===== src/rtl/wb_burst_writer.sv =====
// Writeback stage: selects RF write data and drives the register-file write port.
// A 128-bit load is written as four 32-bit words to consecutive registers while the pipeline stalls.
module wb_burst_writer #(
  parameter logic [31:0] LINK_OFFSET = 32'd8,
  parameter bit          ZERO_GUARD  = 1'b1
) (
  input  logic         Clock,
  input  logic         Reset,
  input  logic [1:0]   MemToReg_In,
  input  logic [4:0]   RegDest_In,
  input  logic         RegWrite_In,
  input  logic         L16B_In,
  input  logic [31:0]  ALUResult_In,
  input  logic [31:0]  PC_In,
  input  logic [31:0]  ReadData_In,
  input  logic [127:0] WD3_128_In,
  output logic         RF_WE,
  output logic [4:0]   RF_WA,
  output logic [31:0]  RF_WD,
  output logic         Stall_Out,
  output logic         Busy_Out,
  output logic         Overrun_Out
);

  typedef enum logic {IDLE, BURST} state_t;

  state_t         r_state, w_state_nxt;
  logic [1:0]     r_cnt;
  logic [127:0]   r_data;
  logic [4:0]     r_base;

  logic           w_accept;
  logic           w_we, w_stall, w_busy;
  logic [4:0]     w_wa;
  logic [31:0]    w_wd;
  logic [31:0]    w_sel_wd;
  logic [6:0]     w_sel;

  // Busy_Out stays high through the word-3 cycle after the FSM is back in IDLE,
  // so requests arriving then are still rejected.
  assign w_accept = (r_state == IDLE) && !Busy_Out && RegWrite_In;
  assign w_sel    = {r_cnt, 5'b0};

  always_comb begin
    w_sel_wd = ALUResult_In;
    case (MemToReg_In)
      2'b01:   w_sel_wd = ReadData_In;
      2'b10:   w_sel_wd = PC_In + LINK_OFFSET;
      default: w_sel_wd = ALUResult_In;
    endcase
  end

  // State register plus burst bookkeeping
  always_ff @(posedge Clock or negedge Reset) begin
    if (!Reset) begin
      r_state <= IDLE;
      r_cnt   <= 2'd0;
      r_data  <= '0;
      r_base  <= '0;
    end else begin
      r_state <= w_state_nxt;
      if (r_state == IDLE) begin
        if (w_accept && L16B_In) begin
          r_cnt  <= 2'd1;
          r_data <= WD3_128_In;
          r_base <= RegDest_In;
        end
      end else begin
        r_cnt <= r_cnt + 2'd1;
      end
    end
  end

  always_comb begin
    w_state_nxt = r_state;
    case (r_state)
      IDLE:    if (w_accept && L16B_In) w_state_nxt = BURST;
      BURST:   if (r_cnt == 2'd3)       w_state_nxt = IDLE;
      default: w_state_nxt = IDLE;
    endcase
  end

  always_comb begin
    w_we    = 1'b0;
    w_wa    = '0;
    w_wd    = '0;
    w_stall = 1'b0;
    w_busy  = 1'b0;
    case (r_state)
      IDLE: begin
        if (w_accept) begin
          w_we = 1'b1;
          w_wa = RegDest_In;
          if (L16B_In) begin
            w_wd    = WD3_128_In[31:0];
            w_stall = 1'b1;
            w_busy  = 1'b1;
          end else begin
            w_wd = w_sel_wd;
          end
        end
      end
      BURST: begin
        w_we    = 1'b1;
        w_wa    = r_base + {3'b0, r_cnt};
        w_wd    = r_data[w_sel +: 32];
        w_busy  = 1'b1;
        w_stall = (r_cnt != 2'd3);
      end
      default: ;
    endcase
  end

  always_ff @(posedge Clock or negedge Reset) begin
    if (!Reset) begin
      RF_WE       <= 1'b0;
      RF_WA       <= '0;
      RF_WD       <= '0;
      Stall_Out   <= 1'b0;
      Busy_Out    <= 1'b0;
      Overrun_Out <= 1'b0;
    end else begin
      RF_WE       <= w_we && !(ZERO_GUARD && (w_wa == 5'd0));
      RF_WA       <= w_wa;
      RF_WD       <= w_wd;
      Stall_Out   <= w_stall;
      Busy_Out    <= w_busy;
      Overrun_Out <= Overrun_Out | (Busy_Out & RegWrite_In);
    end
  end

endmodule


===== config.mk =====
export PLATFORM = sky130hd
export DESIGN_NAME = wb_burst_writer
export DESIGN_NICKNAME = d
export VERILOG_FILES = /design/src/rtl/wb_burst_writer.sv
export SDC_FILE = /design/constraint.sdc
export NUM_CORES = 1
export LEC_CHECK = 0
export BUFFER_PORTS_ARGS = -buffer_cell sky130_fd_sc_hd__buf_4
export CAP_MARGIN = 20
export CORE_MARGIN = 1.5
export CORE_UTILIZATION = 52
export CTS_CLUSTER_DIAMETER = 200
export DETAILED_ROUTE_END_ITERATION = 16
export PLACE_DENSITY = 0.81
export SETUP_SLACK_MARGIN = 0.1
export SLEW_MARGIN = 25
export SYNTH_ARGS = -nofsm -noshare
export SYNTH_HDL_FRONTEND = slang
export SYNTH_SLANG_ARGS = --single-unit

===== constraint.sdc =====
create_clock -name Clock -period 3.15 [get_ports Clock]
set_input_delay 0.315 -clock Clock [delete_from_list [all_inputs] [get_ports Clock]]
set_output_delay 0.315 -clock Clock [all_outputs]
set_load 0.02 [all_outputs]

==> results of run 1 <==
flip-flops by register name (all words and copies together), names as in the netlist:
name,flops
r_data,128
RF_WD,32
RF_WA,5
r_base,5
r_cnt,2
Busy_Out,1
Overrun_Out,1
RF_WE,1
Stall_Out,1
placed cells by master (no fill, tap or decap), types with 4 or more instances in the layout:
cell / count
o31ai_1: 6
a22o_1: 8
a222oi_1: 4
clkbuf_16: 17
nand3_1: 13
nor2_1: 17
o211ai_1: 13
inv_1: 9
buf_4: 286
dfrtp_1: 173
a221o_1: 5
nand4_1: 12
xnor2_1: 11
inv_6: 6
o21ai_0: 30
mux4_2: 31
a21oi_1: 9
a221oi_1: 18
o41ai_1: 4
nand2_1: 444
xor2_1: 17
and3_1: 5
nor3_1: 10
ha_1: 5
nor4_1: 4
metrics by stage:
step           utilization, %  cell area, µm²  hold WS [ns]  setup WS [ns]
3_5_place_dp             66.7           11100         0.304          0.713
3_3_place_gp             66.7           11100         0.308          0.780
6_report                 70.2           11600        0.0638          0.728
5_1_grt                  70.2           11600        0.0592          0.587
2_1_floorplan               -            8850        0.0194          0.599
4_1_cts                  70.2           11600        0.0563          0.708
cells by family after synthesis:
logic type / count (synthesis) / share of synthesized area (%)
AO/OA/AOI/OAI: 111 / 9.35
XOR/XNOR: 28 / 2.77
adder cells (fa/ha/maj): 7 / 1.07
buffers and inverters: 71 / 3.69
flip-flops: 176 / 49.8
multiplexers: 33 / 8.30
AND/OR/NAND/NOR: 528 / 25.0
cell type report:
class,instances,area [µm²],area share [%]
inverter,10,37.5,0.322
multi-input combinational,707,4130,35.5
clock buffer,19,443,3.80
timing repair buffer,291,2230,19.1
clock inverter,13,125,1.07
sequential,176,4410,37.8
tap,220,275,2.36
power groups by stage:
stage	Sequential, mW	Combinational [mW]	Clock, mW
2_1_floorplan	3.87	2.30	0
3_3_place_gp	3.86	3.48	0
3_5_place_dp	3.89	3.58	0
4_1_cts	3.86	3.62	2.10
5_1_grt	3.97	3.97	2.20
6_report	3.88	3.63	2.09
worst max-delay path, cell delays in order (launching register included):
cell,delay (ns)
dfrtp_2,0.64
inv_1,0.15
fa_1,0.48
nor2_1,0.16
xnor2_1,0.13
o21ai_0,0.12
or4b_2,0.61
worst paths after layout:
path                                 from     endpoint  slack [ns]  cells after the start
setup / recovery                 r_cnt[1]        RF_WE        0.73                      6
max in group asynchronous           Reset    Stall_Out        1.94                      3
min in group asynchronous           Reset   r_data[37]        0.40                      2
hold / removal             WD3_128_In[80]   r_data[80]        0.06                      3
setup reg to reg                 r_cnt[1]        RF_WE        0.73                      6
hold reg to reg               Overrun_Out  Overrun_Out        0.47                      1
routing by layer:
layer / up-vias / routed length [µm] / global-route usage, %
li1: 3734 / - / -
met4: 0 / 1090 / 13.3
met3: 85 / 2800 / 7.99
met2: 503 / 13400 / 51.7
met5: - / 0 / 0
met1: 3915 / 11400 / 44.5
timing repair:
action	CTS	global route
resized for setup	0	0
setup buffers	0	0
hold endpoints to repair	53	0
hold buffers	1	0
==> impl_metrics.yaml, run 1 <==
status:
  outcome: "finished clean"
routing:
  drt_iter0_drc: 787
  viasPerCell: 5.74
  drtPass1Iterations: 7
  route.detailed.drc: 0
  vias: 8237
  detail_route.wl_per_cell_um: 19.9
  wl_um: 28600
  ant_nets: 0
logic_synthesis:
  syn_avg_cell_area_um2: 9.28
  synth_top_area_share_pct: 49.8
  syn-num-nets: 1196
  yosysUniqueCellTypes: 61
  synth_top_area_cell: "dfrtp_1"
  async_flop_share_pct: 100
  synth_edf_count: 0
  synthTopCellsByArea: "dfrtp_1, nand2_1, mux4_2"
  ys_ff_latch: 176
  synthTopCellsByCount: "nand2_1, dfrtp_1, clkbuf_1, mux4_2, o21ai_0"
  ys.flop_type: "dfrtp_1"
  synth_most_common_cell: "nand2_1"
  syn_inst: 954
  yosysSeqAreaShare_pct: 49.8
  syn-cell-area_um2: 8850
  yosys_warnings: 0
global_routing:
  grt_pass1_wl_um: 44500
  antenna_found_initial: 0
  grt_pass1_vias: 8224
  grt_overflow: 0
  grt_max_degree: 73
  grt_use_total_pct: 33.0
cts:
  cts_tree: "done"
  clk_latency_ns: 0.44
  path_clk_slew_ns: 0.07
  clkSinkCount: 176
  cts_buffer_depth: 2
  cts_max_level: 4
  cts-root-buf: "clkbuf_16"
  numCtsBuffers: 17
critical_path:
  critPathRequiredTime_ns: 3.45
  path_class: "reg -> reg"
  cp-start-kind: "flip-flop"
  path_max_fanout: 18
  arrival_ns: 2.72
  endpoint_kind: "flip-flop"
power_and_ir_drop:
  powerDensity_nw_per_um2: 824
  intPower_mw: 6.11
  p_sw_mw: 3.49
  clkPwrFrac_pct: 21.8
  sw_frac_of_total_pct: 36.4
  seqPwrFrac_pct: 40.5
  power_mw: 9.60
  p_leak_nw: 5.85
  irDropWorstVdd_v: 0.000435
  combPwrFrac_pct: 37.8
placement:
  place_inst: 1403
  io_buffers: 275
  dp_hpwl_um: 20400
  place.gp.congestion: 0.914
floorplan:
  start_util_pct: 53.4
  ios: 276
  rows: 47
  core_area_um2: 16600
  chipHeight_um: 133
  die_x_um: 133
  dieArea_um2: 17800
flow_run:
  drv_cap: 0
timing:
  skew_ns: 0.0115
  period_minus_slack_ns: 2.42
  max-slew-margin-rel_pct: 47.2
  rsz0062_at_grt: "false"
  setup_tns_ns: 0
  hold_violations: 0
  clock.fmax_mhz: 413
  final-max-slew-violation-count: 0
  setup_viol: 0
  finalCritPeriodShare_pct: 76.9
  worstMarginPinSlew_ns: 0.792
finish:
  drive_gt1_share_pct: 30.8
  antenna_cells: 0
  nets: 1445
  fin_cells: 1436
  syn_to_final_growth_pct: 31.6
  fill_cells: 1292
hold_path:
  hold_class: "in -> reg"
No activity file was read; power rests on OpenSTA's default activity.
==> run 2: changes to the inputs <==
Settings changed: CORE_UTILIZATION 52 to 47, PLACE_DENSITY 0.81 to 0.77.
Clock period 3.15 ns to 2.2 ns, I/O delays scaled along.
==> run 2 against run 1 <==
Compared with the run above:
- die area up 10%
- setup slack lost 0.55 ns
- fmax is 20% higher
- sequential power grew 41%
- routed wire length up 4.8%
- hold slack got worse by 0.049 ns
- cell count up 8.1%
- critical endpoint unchanged
- largest cell class unchanged
==> impl_metrics.yaml, run 2 (synthesis results as in run 1) <==
power_and_ir_drop:
  clkPwrFrac_pct: 22.4
  irDropWorstVdd_v: 0.000537
  combPwrFrac_pct: 38.9
  sw_frac_of_total_pct: 34.9
  p_sw_mw: 4.93
  powerDensity_nw_per_um2: 1100
  p_leak_nw: 6.36
  power_mw: 14.1
  seqPwrFrac_pct: 38.7
  intPower_mw: 9.19
routing:
  detail_route.wl_per_cell_um: 19.3
  drtPass1Iterations: 6
  viasPerCell: 5.56
  vias: 8629
  wl_um: 30000
  ant_nets: 0
  drt_iter0_drc: 642
  route.detailed.drc: 0
flow_run:
  drv_cap: 0
timing:
  finalCritPeriodShare_pct: 91.9
  skew_ns: 0.00997
  clock.fmax_mhz: 495
  rsz0062_at_grt: "true"
  period_minus_slack_ns: 2.02
  worstMarginPinSlew_ns: 0.863
  setup_viol: 0
  hold_violations: 0
  final-max-slew-violation-count: 0
  setup_tns_ns: 0
  max-slew-margin-rel_pct: 42.5
status:
  outcome: "finished clean"
global_routing:
  grt_pass1_vias: 8696
  grt_pass1_wl_um: 46200
  grt_use_total_pct: 31.0
  antenna_found_initial: 0
  grt_max_degree: 135
  grt_overflow: 0
finish:
  syn_to_final_growth_pct: 44.8
  largest_reg_flops: 128
  antenna_cells: 0
  top_regs: "r_data x128, RF_WD x32"
  nets: 1553
  regMostFlops: "r_data"
  final_util_pct: 70.4
  fill_cells: 1393
  drive_gt1_share_pct: 29.4
  design_area_um2: 12800
  multiInputGateArea_um2: 4140
  seq_area_um2: 4410
  final_common_cell: "nand2_1"
  final_cell_mix: "nand2_1, buf_4, dfrtp_1, dlygate4sd3_1, mux4_2"
placement:
  io_buffers: 275
  dp_hpwl_um: 21100
  place.gp.congestion: 0.889
  placed_area_um2: 11200
hold_path:
  hp-start: "WD3_128_In[49]"
  hold_depth: 3
  hold_class: "in -> reg"
  min_to: "r_data[49]"
cts:
  cts_tree: "done"
  path_clk_slew_ns: 0.07
  cts_buffer_depth: 2
  cts-root-buf: "clkbuf_16"
  cts_max_level: 4
  clk_latency_ns: 0.42
  numCtsBuffers: 17
  clkSinkCount: 176
floorplan:
  core_area_um2: 18200
  chipHeight_um: 140
  rows: 49
  die_x_um: 140
  start_util_pct: 48.6
  dieArea_um2: 19700
  ios: 276
critical_path:
  path_class: "reg -> reg"
  path_max_fanout: 2
  r2r_setup_slack_ns: 0.18
  endpoint_kind: "flip-flop"
  reg2reg_to: "RF_WE"
  reg2reg_depth: 7
  critPathRequiredTime_ns: 2.49
  cp-start-kind: "flip-flop"
  r2r-start: "r_cnt[0]"
  arrival_ns: 2.31
## run 2: changes by cell type in the layout (fill, tap and decap cells not counted), moves of 3 or more
cell	before	now
buf_4	286	295
clkbuf_8	1	6
buf_12	3	6
inv_6	6	1
dlygate4sd3_1	1	95
## run 2: what timing repair did
item	in CTS	in global routing
hold buffers	95	0
pin swaps	0	1
endpoints found under the setup margin	1	3
endpoints found under the hold margin	152	0
buffers inserted	0	0
resized for setup	1	4
## run 2: cell type report
| cell class | instances | share of cell area [%] |
|---|---|---|
| repair buffers | 399 | 25.9 |
| clock inverters | 9 | 0.947 |
| well taps | 229 | 2.24 |
| multi-input cells | 707 | 32.3 |
| flip-flops and latches | 176 | 34.4 |
| clock buffers | 23 | 3.89 |
| inverters | 10 | 0.293 |
## run 2: critical path, cell delays in order, from the launching register on
cell     delay (ns)
dfrtp_2        0.37
ha_1           0.17
inv_1          0.06
fa_2           0.35
xor2_1         0.16
o21ai_1        0.09
nor2_1         0.10
or4b_2         0.59
## run 2: worst max path at each step
stage                   from       end  slack (ns)  cells past startpoint
finish              r_cnt[0]     RF_WE        0.18                      7
CTS                 r_cnt[0]     RF_WE        0.10                      7
floorplan           r_cnt[1]     RF_WE        0.10                      8
global route        r_cnt[0]     RF_WE        0.09                      7
detailed placement  r_cnt[0]  RF_WD[6]        0.07                      5
global placement    r_cnt[0]     RF_WE        0.16                      7
## run 2: stage by stage
step                      hold WS, ns  setup WS (ns)  std cells
after detailed placement        0.247         0.0716       1426
after global routing          0.00920         0.0889       1553
after CTS                    0.000318          0.101       1553
final                          0.0150          0.178       1553
after global placement          0.248          0.158       1426
after floorplan               -0.0756          0.103        954
## run 2: power by group through the flow
stage	Sequential (mW)	Combinational [mW]	Clock (mW)
2_1_floorplan	5.54	3.33	0
4_1_cts	5.41	5.46	3.19
5_1_grt	5.57	6.01	3.30
3_5_place_dp	5.46	5.29	0
3_3_place_gp	5.41	5.14	0
6_report	5.46	5.49	3.16
## run 2: layer usage
metal	part of all wire, %	GRT usage (%)	vias up
met2	49	51.5	449
met5	0	0	-
li1	-	-	3953
met1	39	39.1	4166
met4	2.9	11.1	0
met3	9.7	8.44	61
